### src/rtl/decoder_gate_arbiter.sv
// Four-requester arbiter feeding a decoder-based bitwise gate unit (XOR/XNOR/AND/OR).
// Round-robin by default; define DEC_ARB_FIXED_PRIO_EN for fixed priority (req[0] highest).
module decoder_gate_arbiter #(
    parameter int W = 4
) (
    input  logic           clk,
    input  logic           rst_n,
    input  logic [3:0]     req,
    input  logic [4*W-1:0] op_a,
    input  logic [4*W-1:0] op_b,
    input  logic [7:0]     op_sel,
    output logic [3:0]     gnt,
    output logic [W-1:0]   res,
    output logic [1:0]     res_id,
    output logic           res_valid,
    input  logic           res_ready,
    output logic           busy
);

    typedef enum logic [2:0] {
        IDLE = 3'b001,
        EXEC = 3'b010,
        RESP = 3'b100
    } state_t;

    state_t         state_q, state_d;
    logic [W-1:0]   a_q, a_d, b_q, b_d;
    logic [1:0]     op_q, op_d;
    logic [1:0]     id_q, id_d;
    logic [3:0]     gnt_q, gnt_d;
    logic [W-1:0]   res_q, res_d;
    logic [1:0]     res_id_q, res_id_d;
    logic           res_valid_q, res_valid_d;

    logic           win_found;
    logic [1:0]     win_id;

    // Each result bit decodes {a,b} into one of four minterms and ORs the ones the op selects.
    function automatic logic [W-1:0] gate_f(input logic [W-1:0] a, input logic [W-1:0] b,
                                            input logic [1:0] op);
        logic [W-1:0] r;
        logic [3:0]   w;
        r = '0;
        for (int k = 0; k < W; k++) begin
            w = 4'b0001 << {a[k], b[k]};
            case (op)
                2'b00:   r[k] = w[1] | w[2];
                2'b01:   r[k] = w[0] | w[3];
                2'b10:   r[k] = w[3];
                default: r[k] = w[1] | w[2] | w[3];
            endcase
        end
        return r;
    endfunction

`ifdef DEC_ARB_FIXED_PRIO_EN
    // Descending scan so the lowest-numbered active requester is the last one written.
    always_comb begin
        win_found = 1'b0;
        win_id    = 2'd0;
        for (int i = 3; i >= 0; i--) begin
            if (req[i]) begin
                win_found = 1'b1;
                win_id    = 2'(i);
            end
        end
    end
`else
    logic [1:0] ptr_q, ptr_d;
    logic [1:0] scan_idx;

    // Scan from the pointer outward; 2-bit addition provides the 3 -> 0 wrap.
    always_comb begin
        win_found = 1'b0;
        win_id    = 2'd0;
        scan_idx  = 2'd0;
        for (int k = 3; k >= 0; k--) begin
            scan_idx = ptr_q + 2'(k);
            if (req[scan_idx]) begin
                win_found = 1'b1;
                win_id    = scan_idx;
            end
        end
    end
`endif

    // NOTE: every signal assigned here gets a default first, so no path can infer a latch.
    always_comb begin
        state_d     = state_q;
        a_d         = a_q;
        b_d         = b_q;
        op_d        = op_q;
        id_d        = id_q;
        gnt_d       = gnt_q;
        res_d       = res_q;
        res_id_d    = res_id_q;
        res_valid_d = res_valid_q;
`ifndef DEC_ARB_FIXED_PRIO_EN
        ptr_d       = ptr_q;
`endif
        case (state_q)
            IDLE: begin
                if (win_found) begin
                    a_d     = op_a[win_id*W +: W];
                    b_d     = op_b[win_id*W +: W];
                    op_d    = op_sel[win_id*2 +: 2];
                    id_d    = win_id;
                    gnt_d   = 4'b0001 << win_id;
                    state_d = EXEC;
                end
            end
            EXEC: begin
                gnt_d       = 4'b0000;
                res_d       = gate_f(a_q, b_q, op_q);
                res_id_d    = id_q;
                res_valid_d = 1'b1;
                state_d     = RESP;
            end
            RESP: begin
                if (res_ready) begin
                    res_valid_d = 1'b0;
                    state_d     = IDLE;
`ifndef DEC_ARB_FIXED_PRIO_EN
                    ptr_d       = id_q + 2'd1;
`endif
                end
            end
            default: begin
                gnt_d       = 4'b0000;
                res_valid_d = 1'b0;
                state_d     = IDLE;
            end
        endcase
    end

    // NOTE: sequential state uses non-blocking assignments so all flops update together.
    always_ff @(posedge clk or negedge rst_n) begin
        if (!rst_n) begin
            state_q     <= IDLE;
            a_q         <= '0;
            b_q         <= '0;
            op_q        <= 2'd0;
            id_q        <= 2'd0;
            gnt_q       <= 4'b0000;
            res_q       <= '0;
            res_id_q    <= 2'd0;
            res_valid_q <= 1'b0;
`ifndef DEC_ARB_FIXED_PRIO_EN
            ptr_q       <= 2'd0;
`endif
        end else begin
            state_q     <= state_d;
            a_q         <= a_d;
            b_q         <= b_d;
            op_q        <= op_d;
            id_q        <= id_d;
            gnt_q       <= gnt_d;
            res_q       <= res_d;
            res_id_q    <= res_id_d;
            res_valid_q <= res_valid_d;
`ifndef DEC_ARB_FIXED_PRIO_EN
            ptr_q       <= ptr_d;
`endif
        end
    end

    assign gnt       = gnt_q;
    assign res       = res_q;
    assign res_id    = res_id_q;
    assign res_valid = res_valid_q;
    assign busy      = (state_q != IDLE);

endmodule

### config.mk
export PLATFORM = sky130hd
export DESIGN_NAME = decoder_gate_arbiter
export DESIGN_NICKNAME = d
export VERILOG_FILES = /design/src/rtl/decoder_gate_arbiter.sv
export SDC_FILE = /design/constraint.sdc
export NUM_CORES = 1
export LEC_CHECK = 0
export BUFFER_PORTS_ARGS = -buffer_cell sky130_fd_sc_hd__buf_2
export CORE_MARGIN = 5
export CORE_UTILIZATION = 25
export DETAILED_ROUTE_END_ITERATION = 8
export PLACE_DENSITY_LB_ADDON = 0.08
export SYNTH_ARGS = -nofsm -noshare
export SYNTH_HDL_FRONTEND = slang
export SYNTH_SLANG_ARGS = --single-unit
### constraint.sdc
create_clock -name clk -period 2.7 [get_ports clk]
set_clock_uncertainty 0.2 [all_clocks]
set_input_delay 0.27 -clock clk [delete_from_list [all_inputs] [get_ports clk]]
set_output_delay 0.27 -clock clk [all_outputs]
set_load 0.005 [all_outputs]
After elaboration in Yosys (flattened, before gate mapping). Cells that the tools add are included.

Add/subtract/negate cells: 4. Multiplexer cells: 27. Eq/ne operators: 8. Magnitude comparators: 4. Shifts and indexed selects: 8. Bitwise operators: 14. Reduce and logical (&&, ||, !) cells: 6.

Operator list (count): $shiftx A16 B5 Y4 (2); $shl A1 B2 Y4 const A (5); $pmux W1 S3 (5); $lt A2 B3 Y1 const B (4); $or A1 B1 Y1 (12); $reduce_and A2 Y1 (5); $mux W1 (9); $pmux W3 S3 (1); $bmux W1 S2 (4); $mux W2 (4); $pmux W4 S2 (1); $shiftx A8 B4 Y2 (1); $mux W3 (2); $add A2 B1 Y2 const B (2); $add A2 B2 Y2 const B (2); $mux W4 (1); $ne A2 B2 Y1 const B (2); $eq A3 B1 Y1 const B (1); $eq A3 B2 Y1 const B (1); $eq A3 B3 Y1 const B (1); $ne A3 B1 Y1 const B (1); $eq A2 B1 Y1 const B (1); $eq A2 B2 Y1 const B (1); $logic_not A2 Y1 (1); $not A1 Y1 (2).

Register bits: 28. Bits of input ports: 47. Word-level logic and storage cells: 81.

Logic depth before layout (Yosys ltp). Gate-level depths: netlist of the first run.

Depth in word-level cells: 10. Mapped depth: 7. Mapped depth without buffers: 6.

Worst setup path before layout of the first run. Ideal clock, no wire load.

Kind: register -> register. Start point: register ptr_q[1]. End point: register a_q[0]. Buffers on the path: 2. Arrival time: 1.538 ns. Slack: 0.839 ns. Cell stages (with the launch flop): 8. Clock period less this slack: 1.861 ns. Required time: 2.377 ns. Cells stage by stage: dfrtp_1 buf_6 mux2i_1 or2_4 nand2_4 buf_6 mux2_4 o221a_1.

Longest elaborated chain between the ends: 8.

RTL lines: from (decl) (RTL line 69) `logic [1:0] ptr_q, ptr_d;`; from (signal assigned) (RTL line 162) `ptr_q <= ptr_d;`; $add A2 B2 Y2 (RTL line 78) `scan_idx = ptr_q + 2'(k);`; $bmux W1 S2 (RTL line 79) `if (req[scan_idx]) begin`; $mux W1 (not written as such) (RTL line 79); $mux W2 or $mux W1 (tied branches) (4 in a row) (RTL line 79); $shiftx A16 B5 Y4 or $reduce_and A2 Y1 (tied branches); to (signal assigned) (RTL line 140) `a_q <= '0;`; to (signal assigned) (RTL line 153) `a_q <= a_d;`; to (decl) (RTL line 27) `logic [W-1:0] a_q, a_d, b_q, b_d;`.

Several ways; a longest one is shown, not always the timed one. The select of a mux whose other input is x is not followed. A chain may end at the register's enable or synchronous reset.

Final worst setup path of the first run.
Start point: register ptr_q[1]. End point: register op_q[1].

Longest elaborated chain between the ends: 8.

RTL lines: $add A2 B2 Y2 (RTL line 78); $bmux W1 S2 (RTL line 79); $mux W1 (not written as such) (RTL line 79); $mux W2 or $mux W1 (tied branches) (4 in a row) (RTL line 79); $shiftx A8 B4 Y2 or $reduce_and A2 Y1 (tied branches); to (signal assigned) (RTL line 155) `op_q <= op_d;`; to (decl) (RTL line 28) `logic [1:0] op_q, op_d;`.

Several ways; a longest one is shown, not always the timed one. The select of a mux whose other input is x is not followed.

==> results by group, run 1 <==
Finish
  – N_diodes: 0
  – Area delta synth->final: 24.8%
  – Final #Nets: 297
  – Layout cell share with drive strength beyond 1: 35.7%
  – Post-Layout Cell Count: 337

Timing
  – Worst slew pin tran: 0.697 ns
  – Slew Viols, Final: 0
  – Hold_ws: 0.0686 ns
  – Final hold violation count: 0
  – Crit share post-route: 76.8%
  – Final Critical Period: 2.07 ns
  – Setup violators final: 0
  – Setup WS post-layout: roughly 0.63 ns
  – Worst rel slew slack: between 50% and 60%
  – RSZ-0062 raised after global routing: no
  – Max Clk Rate: 0.482 GHz
  – Setup Total Neg Slack: 0 ns

Setup path
  – CP Launch Type: register
  – CP endpoint kind: register
  – Arrival @ worst endpoint: between 2 and 2.5 ns
  – Crit-path leading delay family: multiplexers
  – CP startpoint: ptr_q[1]
  – Worst path depth: 5
  – CP cell instances: mux2i_1 > or2_4 > nand2_4 > mux2_2 > o221a_2
  – Critical-path top delay cell: dfrtp_1
  – FF-to-FF Start: ptr_q[1]
  – Crit path required time: 2.67 ns
  – Worst Reg-to-Reg Cells: 5
  – Buffers and inverters on the worst path: 0
  – Slowest stage delay, CP: 0.47 ns
  – Worst Path Class, Setup: register to register
  – CP Max Fanout: 12

Synth
  – Total number of yosys warnings: 0
  – Syn Nets: 242
  – Most numerous cell in the Yosys netlist: dfrtp_1
  – Sequential area share after synthesis: about two fifths
  – Top FF cell, synth: dfrtp_1
  – Distinct cell type count after synthesis: 37
  – Area contributors post-synth: dfrtp_1, mux2_4, o221a_1
  – Synth cell count leaders: dfrtp_1, nand3_1, o21ai_0, inv_1, nand2_1
  – Area leader, netlist: dfrtp_1
  – Number of synthesized flops with an enable pin: 0
  – Syn avg cell area: 9.46 sq um
  – Syn Inst Count: approximately 190
  – Synth top area share: a little under two fifths
  – Synth async-reset ratio: 100%
  – Synthesized flop and latch total: 28
  – Post-synthesis cell area: 1770 sq um

Floorplanning
  – Die W: roughly 94 um
  – Core Region: 6830 sq um
  – # IOs: 59
  – Initial Util: 25.9%
  – Die Ht: 94.1 um
  – Num rows: 30
  – Die ar.: 8860 sq um

Placement
  – Place WS: 0.647 ns
  – Final Wtd Congestion: around 0.73
  – Input/output buffers: 58
  – DP Cell Count: 332
  – Dpl hpwl: between 3 and 4 mm

Clocking
  – CTS tree: done
  – Clk buf depth: 2
  – Num Clock Sinks: 28
  – Clock latency on the worst-skew pair: 0.28 ns
  – Gates resized, CTS repair: 0
  – Clk pin slew, worst setup/hold paths: roughly 0.1 ns
  – Root buffer cell: clkbuf_8
  – TritonCTS Buffers: 3
  – H-tree levels: 1

Worst hold path
  – Hold depth: 2
  – Hold_sp: res_ready
  – Hold Crit Class: input pin to register

Detailed routing
  – Final WL: between 4 and 5 mm
  – WL/cell: 13.7 um
  – Via density: 4.47
  – DR DRC count: 0
  – Initial DRC Count: slightly below 60
  – Antenna-violating nets left: 0
  – Vias: 1,508
  – Initial DRT Pass Iterations: 4

Power and ir drop
  – Max VDD drop: 0.000239 V
  – P per Cell Area: 1050 nW/um^2
  – Total leakage power: 0.00109 uW

GRT
  – First-pass GRT wire length: ~7.7 mm
  – Global Route Usage Sum: between 10% and 20%
  – Pin count of the biggest net entering global routing: 29
  – Initial antenna violation count: 0
  – Vias in the first global route: 1,500
  – Grt ovf: 0

Run
  – Max-Cap Viols: 0

Outcome
  – Outcome: completed
[flip-flops by register name, indices dropped and copies added (netlist names), 2 cells and up]
register,flops
state_q,3
op_q,2
a_q,4
gnt,4
b_q,4
res_id,2
ptr_q,2
id_q,2
res,4
[timing repair]
| action | 4_1_cts | 5_1_grt |
|---|---|---|
| setup endpoints to repair | 0 | 0 |
| hold buffers | 1 | 0 |
| setup buffers | 0 | 0 |
| hold endpoints to repair | 27 | 0 |
[metrics by stage]
stage,power (uW),utilization (%),area (sq um)
3_5_place_dp,2010,31.1,2130
4_1_cts,2350,32.3,2210
5_1_grt,2530,32.3,2210
2_1_floorplan,1700,-,1770
6_report,2310,32.3,2210
3_3_place_gp,2000,31.1,2130
[cells in the final DEF (no fill, tap or decap), drive strengths merged]
master	count
xnor2	1
inv	16
o221a	10
dfrtp	27
mux2i	1
a32o	1
nor2	10
o22ai	5
dfstp	1
o31ai	1
a22o	1
or3b	1
nor3b	1
a311oi	1
a21o	1
nand2b	4
o22a	1
nor3	1
clkbuf	3
nand2	17
ha	8
dlygate4sd3	1
nor4	1
o21ai	20
a21boi	1
nor2b	1
and3	1
bufinv	1
mux2	13
or2	2
nand3	20
buf	60
a21oi	8
[layer usage]
metal	track usage [%]	wire [um]	part of all wire (%)
met3	1.68	232	5.0
met5	0	0	0
met2	15.3	1930	42
met4	3.61	50	1.1
met1	16.6	2390	52
[logic make-up after synthesis]
logic type / after synthesis / share of synthesized area (%)
AO/OA/AOI/OAI: 50 / 19.4
XOR/XNOR: 1 / 0.495
adder cells (fa/ha/maj): 8 / 5.66
buffers and inverters: 27 / 7.28
flip-flops: 28 / 39.7
multiplexers: 14 / 10.5
AND/OR/NAND/NOR: 59 / 16.9
[layout make-up]
cell class	instances	area [sq um]
Sequential cell	28	702
Multi-Input combinational cell	132	938
Inverter	16	60.1
Clock inverter	1	30.0
Clock buffer	3	41.3
Timing Repair Buffer	61	315
Fill cell	757	4620
Tap cell	96	120
[worst paths after layout]
kind,to,slack (ns)
min in group asynchronous,res_id[0],0.34
hold / removal,state_q[2],0.07
setup / recovery,op_q[1],0.63
max in group asynchronous,res[1],1.53
setup reg to reg,op_q[1],0.63
hold reg to reg,res[3],0.28
[power breakdown]
group          internal [uW]  leakage [uW]  total (uW)  switching (uW)
registers                625      0.000337         813             188
clock network            199     0.0000357         332             133
logic                    571      0.000714        1170             595
Power figures use the tool's default switching activity.
==> run 2: changes to the inputs <==
==> constraint.sdc (replaced) <==
create_clock -name clk -period 1.94 [get_ports clk]
set_clock_uncertainty 0.2 [all_clocks]
set_input_delay 0.194 -clock clk [delete_from_list [all_inputs] [get_ports clk]]
set_output_delay 0.194 -clock clk [all_outputs]
set_load 0.005 [all_outputs]
==> results by group, run 2 (synthesized netlist as in run 1, its figures left out) <==
GRT
  – Grt ovf: 0
  – First-pass GRT wire length: 7.85 mm
  – Pin count of the biggest net entering global routing: 29
  – Global Route Usage Sum: 11.2%
  – Initial antenna violation count: 0
  – Vias in the first global route: 1,672

Floorplanning
  – Die ar.: 8860 sq um
  – Num rows: 30
  – Die W: 94.1 um
  – # IOs: between 50 and 60
  – Initial Util: around 26%
  – Core Region: 6830 sq um
  – Die Ht: ~94 um

Timing
  – Final Critical Period: between 1.5 and 2 ns
  – Worst rel slew slack: 56.3%
  – RSZ-0062 raised after global routing: yes
  – Worst slew pin tran: roughly 0.65 ns
  – Setup violators final: 0
  – Crit share post-route: 99.0%
  – Slew Viols, Final: 0
  – Hold_ws: 0.0864 ns
  – Max Clk Rate: ~0.52 GHz
  – Final hold violation count: 0

Detailed routing
  – Initial DRC Count: 50
  – Top Layer Used: met4
  – Final WL: ~4.9 mm
  – Via density: 4.40
  – Antenna-violating nets left: 0
  – Vias: 1,561
  – Initial DRT Pass Iterations: 4
  – WL/cell: 13.7 um
  – Met2 routed WL: about 2.1 mm
  – Met3 WL post-DR: roughly 290 um
  – Metal1 wirelength: 2.41 mm
  – DR DRC count: 0

Clocking
  – CTS tree: done
  – TritonCTS Buffers: 3
  – Root buffer cell: clkbuf_8
  – Clk buf depth: 2
  – Num Clock Sinks: 28
  – Clock latency on the worst-skew pair: 0.27 ns
  – Clk pin slew, worst setup/hold paths: 0.10 ns
  – H-tree levels: 1

Setup path
  – Slowest stage delay, CP: about 0.46 ns
  – CP Max Fanout: 6
  – Reg-to-Reg End: op_q[1]
  – CP endpoint kind: register
  – CP cell instances: a21boi_1 > o22a_2 > nand2_8 > mux2_4 > o221a_2
  – Critical-path top delay cell: dfrtp_2
  – Buffers and inverters on the worst path: 0
  – FF-to-FF Start: ptr_q[1]
  – Crit-path leading delay family: compound AO/OA/AOI/OAI gates
  – Crit path required time: 1.91 ns
  – CP Launch Type: register
  – Worst Path Class, Setup: register to register
  – R2R Setup Slk: 0.02 ns
  – Worst Reg-to-Reg Cells: 5
  – Arrival @ worst endpoint: 1.89 ns

Finish
  – Fin area: 2410 sq um
  – Post-Layout Cell Count: 355
  – Final core utilization: between 30% and 40%
  – Layout cell share with drive strength beyond 1: 42.9%
  – Area delta synth->final: 36.1%
  – Most frequent cells in the layout: buf_2, dfrtp_1, o21ai_0, nand3_1, buf_4
  – Final #Nets: about 320
  – Most common cell after layout, fill and taps aside: buf_2
  – N_diodes: 0

Placement
  – DP Cell Count: 345
  – Dpl hpwl: 3.85 mm
  – Cell Area, Placed: between 2000 and 2500 sq um
  – Input/output buffers: 58
  – Final Wtd Congestion: 0.754

Power and ir drop
  – P per Cell Area: approximately 1400 nW/um^2
  – Total leakage power: between 0.001 and 0.0015 uW
  – Power Total: 3440 uW
  – Max VDD drop: 0.000424 V

Worst hold path
  – Hold depth: 4
  – Worst hold endpoint: b_q[0]
  – Hold Crit Class: input pin to register
  – Hold_sp: op_b[12]

Outcome
  – Outcome: completed

Run
  – Max-Cap Viols: 0
==> run 2: power by group <==
part	internal, uW	switching, uW	total (uW)
Clock	182	186	367
Sequential	872	235	1110
Combinational	1010	953	1960
==> run 2: layout make-up <==
class / count / area (sq um)
clock buffer: 4 / 55.1
fill: 761 / 4420
inverter: 16 / 60.1
multi-input combinational: 133 / 1010
sequential: 28 / 703
tap: 96 / 120
timing repair buffer: 78 / 458
==> run 2: repair_timing <==
item	4_1_cts	5_1_grt
gates cloned	0	1
endpoints found under the setup margin	13	12
hold buffers	2	0
pin swaps	1	4
resized for setup	6	7
hold endpoints to repair	28	0
buffers inserted	0	3
==> run 2: tightest hold or removal path, delay by kind of cell <==
kind                   cells  cell delay [ns]
AOI/OAI and AO/OA          1             0.11
and+or+nand+nor            2             0.13
buffers and inverters      1             0.10
==> run 2: stage by stage <==
step / setup TNS (ns) / setup slack (ns)
2_1_floorplan: 0 / 0.0791
3_3_place_gp: -1.99 / -0.187
3_5_place_dp: -2.36 / -0.266
4_1_cts: 0 / 0.00846
5_1_grt: -0.157 / -0.0228
6_report: 0 / 0.0203
==> run 2: worst max-delay path by stage <==
stage               startpoint      end  cells after the start
detailed placement  state_q[0]   a_q[1]                      5
floorplan             ptr_q[1]   a_q[0]                      7
global placement    state_q[0]  op_q[1]                      5
global route          ptr_q[1]  op_q[1]                      5
CTS                 state_q[0]   a_q[3]                      5
finish                ptr_q[1]  op_q[1]                      5
==> run 2: routing by layer <==
metal | global-route usage [%] | vias to the layer above
met5 | 0 | -
met4 | 3.61 | 0
met2 | 16.6 | 43
met3 | 2.64 | 4
met1 | 15.9 | 698
li1 | - | 816
==> run 3: changes to the inputs <==
--- a/config.mk
+++ b/config.mk
@@ -6,6 +6,8 @@
 export NUM_CORES = 1
 export LEC_CHECK = 0
 export BUFFER_PORTS_ARGS = -buffer_cell sky130_fd_sc_hd__buf_2
+export CAP_MARGIN = 20
+export CORE_ASPECT_RATIO = 2
 export CORE_MARGIN = 5
 export CORE_UTILIZATION = 25
 export DETAILED_ROUTE_END_ITERATION = 8
==> results by group, run 3 (synthesized netlist as in run 1, its figures left out) <==
Floorplanning
  – Die ar.: 8960 sq um
  – Core Region: 6940 sq um
  – # IOs: 59
  – Num rows: 43
  – Die W: 69.5 um
  – Die Ht: 129 um
  – Initial Util: between 20% and 30%

Finish
  – Fin area: 2490 sq um
  – Most common cell after layout, fill and taps aside: buf_2
  – Area delta synth->final: 40.7%
  – Filler cell count: 732
  – N_diodes: 0
  – Final #Nets: 316
  – Post-Layout Cell Count: 350
  – Most frequent cells in the layout: buf_2, dfrtp_1, nand3_1
  – Layout cell share with drive strength beyond 1: 43.5%

Clocking
  – CTS tree: done
  – H-tree levels: 1
  – Clk buf depth: 2
  – TritonCTS Buffers: 3
  – Clock latency on the worst-skew pair: 0.27 ns
  – Clk pin slew, worst setup/hold paths: 0.07 ns
  – Root buffer cell: clkbuf_16
  – Num Clock Sinks: 28

Timing
  – Slew Viols, Final: 0
  – Crit share post-route: 100%
  – Setup violators final: 1
  – Setup WS post-layout: -0.00367 ns
  – Final hold violation count: 1
  – Worst rel slew slack: 56.5%
  – RSZ-0062 raised after global routing: yes
  – Max Clk Rate: 0.514 GHz
  – Hold_ws: -0.000407 ns
  – Worst slew pin tran: 0.653 ns
  – Final Critical Period: 1.94 ns

Placement
  – Place WS: -0.190 ns
  – Dpl hpwl: 4.42 mm
  – Final Wtd Congestion: 0.816
  – Cell Area, Placed: 2220 sq um
  – DP Cell Count: 340
  – Input/output buffers: 58

GRT
  – Global Route Usage Sum: roughly an eighth
  – Grt ovf: 0
  – Pin count of the biggest net entering global routing: 29
  – First-pass GRT wire length: 8.89 mm
  – Initial antenna violation count: 0
  – Vias in the first global route: 1,820

Detailed routing
  – WL/cell: 15.5 um
  – Final WL: roughly 5.4 mm
  – Antenna-violating nets left: 0
  – Initial DRT Pass Iterations: 2
  – Initial DRC Count: 23
  – DR DRC count: 0
  – Via density: 4.59
  – Vias: 1,608

Setup path
  – CP Max Fanout: 7
  – CP Launch Type: register
  – Arrival @ worst endpoint: 1.90 ns
  – CP endpoint kind: register
  – Crit path required time: 1.89 ns
  – Worst Path Class, Setup: register to register

Power and ir drop
  – Power Total: between 3000 and 4000 uW
  – Max VDD drop: 0.000706 V
  – Total leakage power: approximately 0.0012 uW
  – P per Cell Area: 1530 nW/um^2

Run
  – Max-Cap Viols: 0

Outcome
  – Failing checks: negative hold slack, negative setup slack
  – Outcome: complete, but fails checks

Worst hold path
  – Hold Crit Class: input pin to register
[run 3: timing repair]
| action | in CTS | in global routing |
|---|---|---|
| hold buffers | 1 | 0 |
| hold endpoints to repair | 27 | 0 |
| setup endpoints to repair | 13 | 12 |
| setup buffers | 0 | 4 |
| pin swaps | 4 | 4 |
| gates cloned | 1 | 0 |
| resized for setup | 8 | 11 |
[run 3: layout make-up]
type                            instances  area (sq um)  share of cell area [%]
Clock buffer                            3          75.1                    3.02
Clock inverter                          1          30.0                    1.21
Inverter                               16          60.1                    2.41
Multi-Input combinational cell        133          1040                    41.7
Sequential cell                        28           704                    28.3
Tap cell                               90           113                    4.52
Timing Repair Buffer                   79           470                    18.9
[run 3: power breakdown]
group,total (uW),internal (uW),leakage (uW),switching (uW)
clock,621,411,0.0000511,209
sequential,1130,876,0.000335,253
combinational,2050,1060,0.000833,986
[run 3: through the flow]
step / setup TNS, ns / util [%]
2_1_floorplan: 0 / -
3_3_place_gp: -1.71 / 32.0
3_5_place_dp: -1.74 / 32.0
4_1_cts: 0 / 34.5
5_1_grt: -0.399 / 35.9
6_report: -0.00367 / 35.9
[run 3: routing by layer]
layer | part of all wire [%] | global-route usage (%)
met1 | 36 | 12.5
met3 | 3.1 | 1.95
met5 | 0 | 0
met4 | 3.2 | 6.10
met2 | 58 | 25.5
[run 3: final timing paths]
check,start,to,slack (ns),cells after the start
worst max-delay path,ptr_q[1],b_q[1],-0.004,5
max in group asynchronous,rst_n,ptr_q[1],0.79,2
worst min-delay path,res_ready,state_q[2],-0.0004,2
worst min register to register,res[1],res[1],0.27,2
worst max register to register,ptr_q[1],b_q[1],-0.004,5
min in group asynchronous,rst_n,a_q[0],0.29,2
[run 3: worst max-delay path, stage by stage, from the launching register on]
cell and delay [ns]:
dfrtp_2 0.49, mux2i_2 0.18, or2_4 0.30, nand2_8 0.13, mux2_4 0.32, o221a_1 0.20
